**config.mk**
```make
export PLATFORM = sky130hd
export DESIGN_NAME = popcount_mac_serial_flat
export DESIGN_NICKNAME = d
export VERILOG_FILES = /design/src/rtl/popcount_mac_serial_if.sv /design/src/rtl/popcount_mac_serial.sv /design/src/flat_wrapper.sv
export SDC_FILE = /design/constraint.sdc
export NUM_CORES = 1
export LEC_CHECK = 0
export BUFFER_PORTS_ARGS = -buffer_cell sky130_fd_sc_hd__buf_2
export CAP_MARGIN = 5
export CORE_ASPECT_RATIO = 1.75
export CORE_MARGIN = 4
export CORE_UTILIZATION = 47
export CTS_BUF_LIST = sky130_fd_sc_hd__clkbuf_16
export DETAILED_ROUTE_END_ITERATION = 10
export PLACE_DENSITY = 0.68
export SLEW_MARGIN = 20
export SYNTH_ARGS = -nofsm -noshare
export SYNTH_HDL_FRONTEND = slang
export SYNTH_SLANG_ARGS = --single-unit
```
**constraint.sdc**
```tcl
create_clock -name clk -period 30.9 [get_ports clk]
set_input_delay 6.18 -clock clk [delete_from_list [all_inputs] [get_ports clk]]
set_output_delay 6.18 -clock clk [all_outputs]
set_load 0.05 [all_outputs]
```
**src/rtl/popcount_mac_serial_if.sv**
```systemverilog
// Beat/result bundle for popcount_mac_serial: weight load, bit-plane stream in,
// signed dot-product result out.
interface popcount_mac_serial_if #(
    parameter int N     = 32,
    parameter int WBITS = 3,
    parameter int ACC_W = 18
);
    logic                    w_load;
    logic [N-1:0]            w_sign;
    logic [N*WBITS-1:0]      w_mag;
    logic                    in_valid;
    logic                    in_ready;
    logic [N-1:0]            act_sign;
    logic [N-1:0]            act_bit;
    logic                    in_last;
    logic                    out_valid;
    logic                    out_ready;
    logic signed [ACC_W-1:0] h_sum;
    logic                    len_err;
    logic                    busy;

    modport master (
        output w_load, w_sign, w_mag, in_valid, act_sign, act_bit, in_last, out_ready,
        input  in_ready, out_valid, h_sum, len_err, busy
    );

    modport slave (
        input  w_load, w_sign, w_mag, in_valid, act_sign, act_bit, in_last, out_ready,
        output in_ready, out_valid, h_sum, len_err, busy
    );
endinterface

```
**src/rtl/popcount_mac_serial.sv**
```systemverilog
// Bit-serial weight-stationary signed dot product: per-plane signed popcounts,
// shift-accumulated MSB first. Define POPMAC_SAT_EN to saturate instead of wrap.
//
//   state | meaning
//   IDLE  | waiting for weights or the first beat of a vector
//   ACCUM | vector in flight, accepting bit-planes
//   FLUSH | last partial draining into the accumulator
//   HOLD  | result presented until out_ready
module popcount_mac_serial #(
    parameter int N     = 32,
    parameter int WBITS = 3,
    parameter int ABITS = 8,
    parameter int ACC_W = 18
) (
    input logic                 clk,
    input logic                 rst_n,
    popcount_mac_serial_if.slave bus
);
    localparam int PW = $clog2(N * ((1 << WBITS) - 1) + 1) + 1;
    localparam int CW = $clog2(N + 1);
    localparam int BW = (ABITS > 1) ? $clog2(ABITS) : 1;

    typedef enum logic [1:0] {IDLE, ACCUM, FLUSH, HOLD} state_t;
    state_t state, state_nxt;

    logic [N-1:0]            w_sign_q;
    logic [N*WBITS-1:0]      w_mag_q;
    logic [N-1:0]            act_sign_q;
    logic [N-1:0]            eff_sign;
    logic [BW-1:0]           beat_cnt;
    logic [CW-1:0]           plus_k, minus_k;
    logic signed [PW-1:0]    p_comb, p_q;
    logic                    p_vld, p_first;
    logic signed [ACC_W-1:0] acc, acc_nxt;
    logic                    len_err_q;
    logic                    ready, accept, first_beat, len_hit, last_beat;

    assign ready      = (state == ACCUM) || (state == IDLE && !bus.w_load);
    assign accept     = bus.in_valid && ready;
    assign first_beat = (state == IDLE);
    assign len_hit    = (beat_cnt == BW'(ABITS - 1));
    assign last_beat  = bus.in_last || len_hit;
    // Sign only travels with beat 0; later beats reuse the captured copy.
    assign eff_sign   = first_beat ? bus.act_sign : act_sign_q;

    always_ff @(posedge clk or negedge rst_n) begin
        if (!rst_n) state <= IDLE;
        else        state <= state_nxt;
    end

    always_comb begin
        state_nxt = state;
        unique case (state)
            IDLE:    if (accept) state_nxt = last_beat ? FLUSH : ACCUM;
            ACCUM:   if (accept && last_beat) state_nxt = FLUSH;
            FLUSH:   state_nxt = HOLD;
            HOLD:    if (bus.out_ready) state_nxt = IDLE;
            default: state_nxt = IDLE;
        endcase
    end

    always_comb begin
        plus_k  = '0;
        minus_k = '0;
        p_comb  = '0;
        for (int k = 0; k < WBITS; k++) begin
            plus_k  = '0;
            minus_k = '0;
            for (int i = 0; i < N; i++) begin
                if (bus.act_bit[i] && w_mag_q[i*WBITS + k]) begin
                    if (eff_sign[i] ^ w_sign_q[i]) minus_k = minus_k + CW'(1);
                    else                           plus_k  = plus_k + CW'(1);
                end
            end
            p_comb = p_comb + ((PW'(plus_k) - PW'(minus_k)) << k);
        end
    end

`ifdef POPMAC_SAT_EN
    localparam logic signed [ACC_W+1:0] SAT_MAX = {3'b000, {(ACC_W-1){1'b1}}};
    localparam logic signed [ACC_W+1:0] SAT_MIN = {3'b111, {(ACC_W-1){1'b0}}};
    logic signed [ACC_W+1:0] acc_wide;

    always_comb begin
        acc_wide = p_first ? '0 : {acc[ACC_W-1], acc, 1'b0};
        acc_wide = acc_wide + {{(ACC_W+2-PW){p_q[PW-1]}}, p_q};
        if (acc_wide > SAT_MAX)      acc_nxt = {1'b0, {(ACC_W-1){1'b1}}};
        else if (acc_wide < SAT_MIN) acc_nxt = {1'b1, {(ACC_W-1){1'b0}}};
        else                         acc_nxt = acc_wide[ACC_W-1:0];
    end
`else
    always_comb begin
        acc_nxt = (p_first ? '0 : {acc[ACC_W-2:0], 1'b0}) + {{(ACC_W-PW){p_q[PW-1]}}, p_q};
    end
`endif

    always_ff @(posedge clk or negedge rst_n) begin
        if (!rst_n) begin
            w_sign_q   <= '0;
            w_mag_q    <= '0;
            act_sign_q <= '0;
            beat_cnt   <= '0;
            p_q        <= '0;
            p_vld      <= 1'b0;
            p_first    <= 1'b0;
            acc        <= '0;
            len_err_q  <= 1'b0;
        end else begin
            if (state == IDLE && bus.w_load) begin
                w_sign_q <= bus.w_sign;
                w_mag_q  <= bus.w_mag;
            end
            if (accept && first_beat) act_sign_q <= bus.act_sign;
            if (accept) begin
                beat_cnt <= last_beat ? '0 : beat_cnt + BW'(1);
                p_q      <= p_comb;
                p_first  <= first_beat;
            end
            if (accept && len_hit && !bus.in_last) len_err_q <= 1'b1;
            p_vld <= accept;
            if (p_vld) acc <= acc_nxt;
        end
    end

    // Gate with rst_n so the streamer sees no ready while reset is held.
    assign bus.in_ready  = rst_n && ready;
    assign bus.out_valid = (state == HOLD);
    assign bus.h_sum     = acc;
    assign bus.len_err   = len_err_q;
    assign bus.busy      = (state != IDLE);
endmodule
```
**src/flat_wrapper.sv**
```systemverilog
// flat-port wrapper written by rule: the top's interface ports become plain ports
module popcount_mac_serial_flat 
#(
    parameter int N     = 32,
    parameter int WBITS = 3,
    parameter int ABITS = 8,
    parameter int ACC_W = 18
)
  (clk, rst_n, bus_w_load, bus_w_sign, bus_w_mag, bus_in_valid, bus_act_sign, bus_act_bit, bus_in_last, bus_out_ready, bus_in_ready, bus_out_valid, bus_h_sum, bus_len_err, bus_busy);
  popcount_mac_serial_if #(.N(N), .WBITS(WBITS), .ACC_W(ACC_W)) bus_i ();
  input logic clk;
  input logic rst_n;
  input wire logic [$bits(bus_i.w_load)-1:0] bus_w_load;
  input wire logic [$bits(bus_i.w_sign)-1:0] bus_w_sign;
  input wire logic [$bits(bus_i.w_mag)-1:0] bus_w_mag;
  input wire logic [$bits(bus_i.in_valid)-1:0] bus_in_valid;
  input wire logic [$bits(bus_i.act_sign)-1:0] bus_act_sign;
  input wire logic [$bits(bus_i.act_bit)-1:0] bus_act_bit;
  input wire logic [$bits(bus_i.in_last)-1:0] bus_in_last;
  input wire logic [$bits(bus_i.out_ready)-1:0] bus_out_ready;
  output wire logic [$bits(bus_i.in_ready)-1:0] bus_in_ready;
  output wire logic [$bits(bus_i.out_valid)-1:0] bus_out_valid;
  output wire logic [$bits(bus_i.h_sum)-1:0] bus_h_sum;
  output wire logic [$bits(bus_i.len_err)-1:0] bus_len_err;
  output wire logic [$bits(bus_i.busy)-1:0] bus_busy;
  assign bus_i.w_load = bus_w_load;
  assign bus_i.w_sign = bus_w_sign;
  assign bus_i.w_mag = bus_w_mag;
  assign bus_i.in_valid = bus_in_valid;
  assign bus_i.act_sign = bus_act_sign;
  assign bus_i.act_bit = bus_act_bit;
  assign bus_i.in_last = bus_in_last;
  assign bus_i.out_ready = bus_out_ready;
  assign bus_in_ready = bus_i.in_ready;
  assign bus_out_valid = bus_i.out_valid;
  assign bus_h_sum = bus_i.h_sum;
  assign bus_len_err = bus_i.len_err;
  assign bus_busy = bus_i.busy;
  popcount_mac_serial #(.N(N), .WBITS(WBITS), .ABITS(ABITS), .ACC_W(ACC_W)) u_core (.clk(clk), .rst_n(rst_n), .bus(bus_i));
endmodule
```
---- Word level (Yosys, flattened, before mapping) ----
Index checks and enable logic that the tools add are counted.
cells by class
  add/subtract/negate cells ............... 193
  equality and inequality tests ........... 7
  muxes and demuxes ....................... 388
  bitwise logic cells ..................... 32
  reductions and logical operators ........ 111
operators with widths
  kind                   count
  $mux W6                378
  $add A6 B1 Y6 const B  186
  $logic_and A1 B1 Y1    104
  $mux W32               1
  $xor A1 B1 Y1          32
  $sub A6 B6 Y7          3
  $add A18 B18 Y18       1
  $add A9 B9 Y9          2
  $mux W18               1
  $mux W2                4
  $pmux W2 S4            1
  $eq A2 B2 Y1 const B   2
  $ne A2 B2 Y1 const B   2
  $add A3 B1 Y3 const B  1
  $eq A3 B3 Y1 const B   1
  $mux W3                1
  $reduce_and A3 Y1      1
  $eq A2 B1 Y1 const B   1
  $logic_not A1 Y1       2
  $logic_not A2 Y1       1
  $logic_or A1 B1 Y1     2
  $mux W1                2
  $ne A2 B1 Y1 const B   1
  $reduce_bool A2 Y1     1
storage, ports and cells
  bits in registers ....................... 195
  bits of input ports ..................... 198
  output and inout bits ................... 22
  logic and storage cells ................. 741

---- Depth between registers and ports, before layout ----
  word-level depth ........................ 101
  depth in mapped cells ................... 125

---- Least setup slack after synthesis ----
No wires, ideal clock.
  kind .................................... input port to flip-flop
  start ................................... input port bus_act_sign[0]
  end ..................................... register u_core.p_q[8]
  data arrival time ....................... 26917 ps
  setup slack ............................. 3849 ps
  stages .................................. 109
  buffers on the path ..................... 0
  path through ............................ mux2i_4 > mux2i_1 > ha_1 > nand3_1 > a21boi_1 > inv_1 > ha_1 > mux2_2 > o22ai_1 > nor2_1 > ha_1 > nand2_1 > nand2_1 > ha_1 > mux2_2 > ha_1 > mux2i_1 > o31ai_1 > [... 73 more ...] > xor2_1 > xnor2_1 > nand4_1 > nor2_1 > and4_1 > nor4_1 > xnor3_1 > ha_1 > xor2_1 > fa_1 > inv_1 > ha_1 > a21o_1 > a21oi_1 > xor2_1 > xnor2_1 > xnor2_1 > o21ai_0
on the way
  word-level cells in the longest chain between the ends .. 100
  elaborated cells on any way between the ends .. 573
  those cells by class .................... add/sub (191); mux (381); bitwise (1)
RTL lines
  item                                     line                                                  RTL
  from (decl)                              flat_wrapper.sv:17                                    input wire logic [$bits(bus_i.act_sign)-1:0] bus_act_sign;
  $mux W32 *                               popcount_mac_serial.sv:44                             assign eff_sign = first_beat ? bus.act_sign : act_sign_q;
  $xor A1 B1 Y1 *                          popcount_mac_serial.sv:71                             if (eff_sign[i] ^ w_sign_q[i]) minus_k = minus_k + CW'(1);
  $mux W1                                  popcount_mac_serial.sv:71
  $mux W6                                  popcount_mac_serial.sv:70                             if (bus.act_bit[i] && w_mag_q[i*WBITS + k]) begin
  $add A6 B1 Y6, on equally long branches  popcount_mac_serial.sv:72, popcount_mac_serial.sv:71
  $mux W6                                  popcount_mac_serial.sv:71
  $mux W6                                  popcount_mac_serial.sv:70
  $add A6 B1 Y6, on equally long branches  popcount_mac_serial.sv:72, popcount_mac_serial.sv:71
  [... 84 more ...]                        --
  $mux W6                                  popcount_mac_serial.sv:71
  $mux W6                                  popcount_mac_serial.sv:70
  $add A6 B1 Y6, on equally long branches  popcount_mac_serial.sv:72, popcount_mac_serial.sv:71
  $mux W6                                  popcount_mac_serial.sv:71
  $mux W6                                  popcount_mac_serial.sv:70
  $sub A6 B6 Y7                            popcount_mac_serial.sv:75                             p_comb = p_comb + ((PW'(plus_k) - PW'(minus_k)) << k);
  $add A9 B9 Y9                            popcount_mac_serial.sv:75
  $add A9 B9 Y9 *                          popcount_mac_serial.sv:75
  to (signal assigned)                     popcount_mac_serial.sv:116                            p_q <= p_comb;
  to (decl)                                popcount_mac_serial.sv:32                             logic signed [PW-1:0] p_comb, p_q;
Every way passes the cells marked *; elsewhere a longest branch is shown, timed or not.
A chain may end at the register's enable or synchronous reset.

---- Worst setup path in the final report ----
Same ends and word-level chain as after synthesis.

==> results.yml <==
outcome:
  status: "finished, final reports clean"
floorplanning:
  placeableCoreArea_um2: 79700
  initial_utilization: 0.475
  die-area_um2: 85300
  io_pins: 220
  die_h_um: 383
  rows: 137
  die_w_um: 222
yosys:
  synth_edf_count: 0
  synthesis.nets: 5112
  synth_seq_cells: 195
  synth_cell_types: 119
  yosysSeqAreaShare: 0.129
  post-synth-top-area-fraction: 0.129
  synth.largest_area_cell: "dfrtp_1"
  synthCells: 4677
  synth_ff_type: "dfrtp_1"
  async_reset_ff_frac: 1.00
  synth.avg_cell_area_um2: 8.09
  netlist_area_um2: 37800
  yosysWarnings: 0
  synth.area.top_cells: "dfrtp_1 (13%), xnor2_1 (12%), ha_1 (7.5%), mux2_2 (6.4%), xor2_1 (5.4%)"
setup_path:
  cp_common_cell: "ha_1"
  worst_path_max_delay_cell: "fa_1"
  cp-end-kind: "register"
  regToRegSetupSlack_ns: 6.43
  max_stage_delay_ns: 0.52
  timing.rr.start: "u_core.state[0]"
  worstSetupPathType: "input pin to register"
  critPathLaunch: "bus_act_sign[0]"
  cp.required_ns: 31.28
  crit_arrival_ns: 29.56
  start_kind: "input pin"
  r2r_end: "u_core.p_q[8]"
  r2r_cells: 111
  crit_fanout: 5
place:
  place.gp.congestion: 0.948
  dp_hpwl_um: 97600
  place_area_um2: 39900
  place_inst: 5833
  port_buffers: 219
  post-place-ws_ns: 1.41
route:
  first_pass_iters: 8
  wl_per_cell_um: 20.1
  drc: 0
  ant_nets: 0
  routed_wl_um: 118000
  via_per_inst: 5.98
  dr_total_vias: 35100
  first_iter_violations: 1953
finish:
  nets: 5245
  layout_common_cells: "xnor2_1 (499), nand2_1 (498), nor2_1 (331), nand3_1 (272), xor2_1 (234)"
  drive_above_1_share: 0.143
  fin_cells: 5867
  nFillCells: 7777
  final_cell_area_um2: 40500
  syn_to_final_growth_pct: 7.16
  final_common_cell: "xnor2_1"
run:
  drv_cap: 0
sta:
  slew_viol_final: 0
  worstMarginPinSlew_ns: 1.10
  rsz0062_at_grt: "false"
  setup_viol: 0
  hold_viol_final: 0
  clock.fmax_mhz: 34.3
  maxSlewHeadroom: 0.243
  period_needed_ns: 29.19
  fin_setup_tns_ns: 0
  skew_ns: 0.0151
  setup_ws_ns: 1.71
  fin_crit_sh: 0.945
cts:
  cts_made_buffers: 17
  hold_buffers: 0
  cts_resized: 0
  insertion_delay_ns: 0.54
  htree_levels: 4
  cts_tree: "yes"
  clock_path_buffers: 2
  cts_setup_buffers: 0
  cts_root_buffer: "clkbuf_16"
  clk_pin_slew_worst_paths_ns: 0.08
  cts.sinks: 195
min_path:
  min_from: "u_core.bus.len_err"
  hold_path_class: "register to register"
  hold-path-endpoint: "u_core.bus.len_err"
  hold_path_depth: 1
grt:
  antenna_found_initial: 11
  grt_pass1_wl_um: 181000
  grt_pass1_vias: 34200
  track_usage: 0.266
  overflow: 0
  grt_max_degree: 78
[sequential cells by signal (all words and copies together), names as in the netlist]
| signal | count |
|---|---|
| u_core.bus.h_sum | 18 |
| u_core.bus.len_err | 1 |
| u_core.w_mag_q | 96 |
| u_core.state | 2 |
| u_core.p_vld | 1 |
| u_core.act_sign_q | 32 |
| u_core.p_first | 1 |
| u_core.beat_cnt | 3 |
| u_core.p_q | 9 |
| u_core.w_sign_q | 32 |
[cells by family after synthesis]
group	count (synthesis)	share of synthesized area
XOR/XNOR	893	0.257
AO/OA/AOI/OAI	881	0.156
AND/OR/NAND/NOR	1792	0.238
multiplexers	349	0.103
adder cells (fa/ha/maj)	243	0.0822
buffers and inverters	324	0.0343
flip-flops	195	0.129
[area by class of cell]
cell class	count	area [um2]	share of cell area
Clock buffer	17	425	0.0105
Multi-Input combinational cell	4158	31700	0.782
Clock inverter	14	146	0.00361
Antenna cell	3	7.51	0.000185
Inverter	183	692	0.0171
Sequential cell	195	4880	0.120
Timing Repair Buffer	255	1390	0.0343
Tap cell	1042	1300	0.0322
[cell usage after synthesis (42+ instances only)]
cell type	n
a21o_1	42
a21oi_1	207
a31oi_1	60
and2_1	76
and3_1	108
clkbuf_1	107
dfrtp_1	195
ha_1	226
inv_1	169
mux2_2	215
mux2i_1	115
nand2_1	500
nand3_1	272
nand4_1	77
nor2_1	331
nor2b_1	46
nor3_1	112
o21ai_0	171
xnor2_1	502
xnor2_2	50
xnor3_1	57
xor2_1	234
[how the worst max path moves through the flow]
stage                          to
CTS                 u_core.p_q[8]
global placement    u_core.p_q[8]
global route        u_core.p_q[8]
finish              u_core.p_q[8]
floorplan           u_core.p_q[8]
detailed placement  u_core.p_q[8]
[critical path: cells and delay by family]
kind / cells / cell delay, ns
xor gates and xnor gates: 7 / 1.54
buffers and inverters: 5 / 0.42
AOI/OAI and AO/OA: 23 / 3.83
adders and majority gates: 32 / 10.14
muxes: 12 / 3.43
and+or+nand+nor: 31 / 4.05
[stage by stage]
stage	hold WS, ns	util
after floorplan	0.444	-
after global placement	0.464	0.501
after detailed placement	0.475	0.501
after CTS	0.495	0.508
after global routing	0.501	0.509
final	0.486	0.509
[routing by layer]
layer / wire (um) / GRT usage / vias up
li1: - / - / 17200
met1: 43400 / 0.277 / 16500
met2: 58200 / 0.482 / 1018
met3: 4660 / 0.0293 / 363
met4: 11400 / 0.215 / 6
met5: 41 / 0 / -
Power is not shown: default switching activity piles up to over one toggle a cycle in this logic, so the estimate is an artifact.
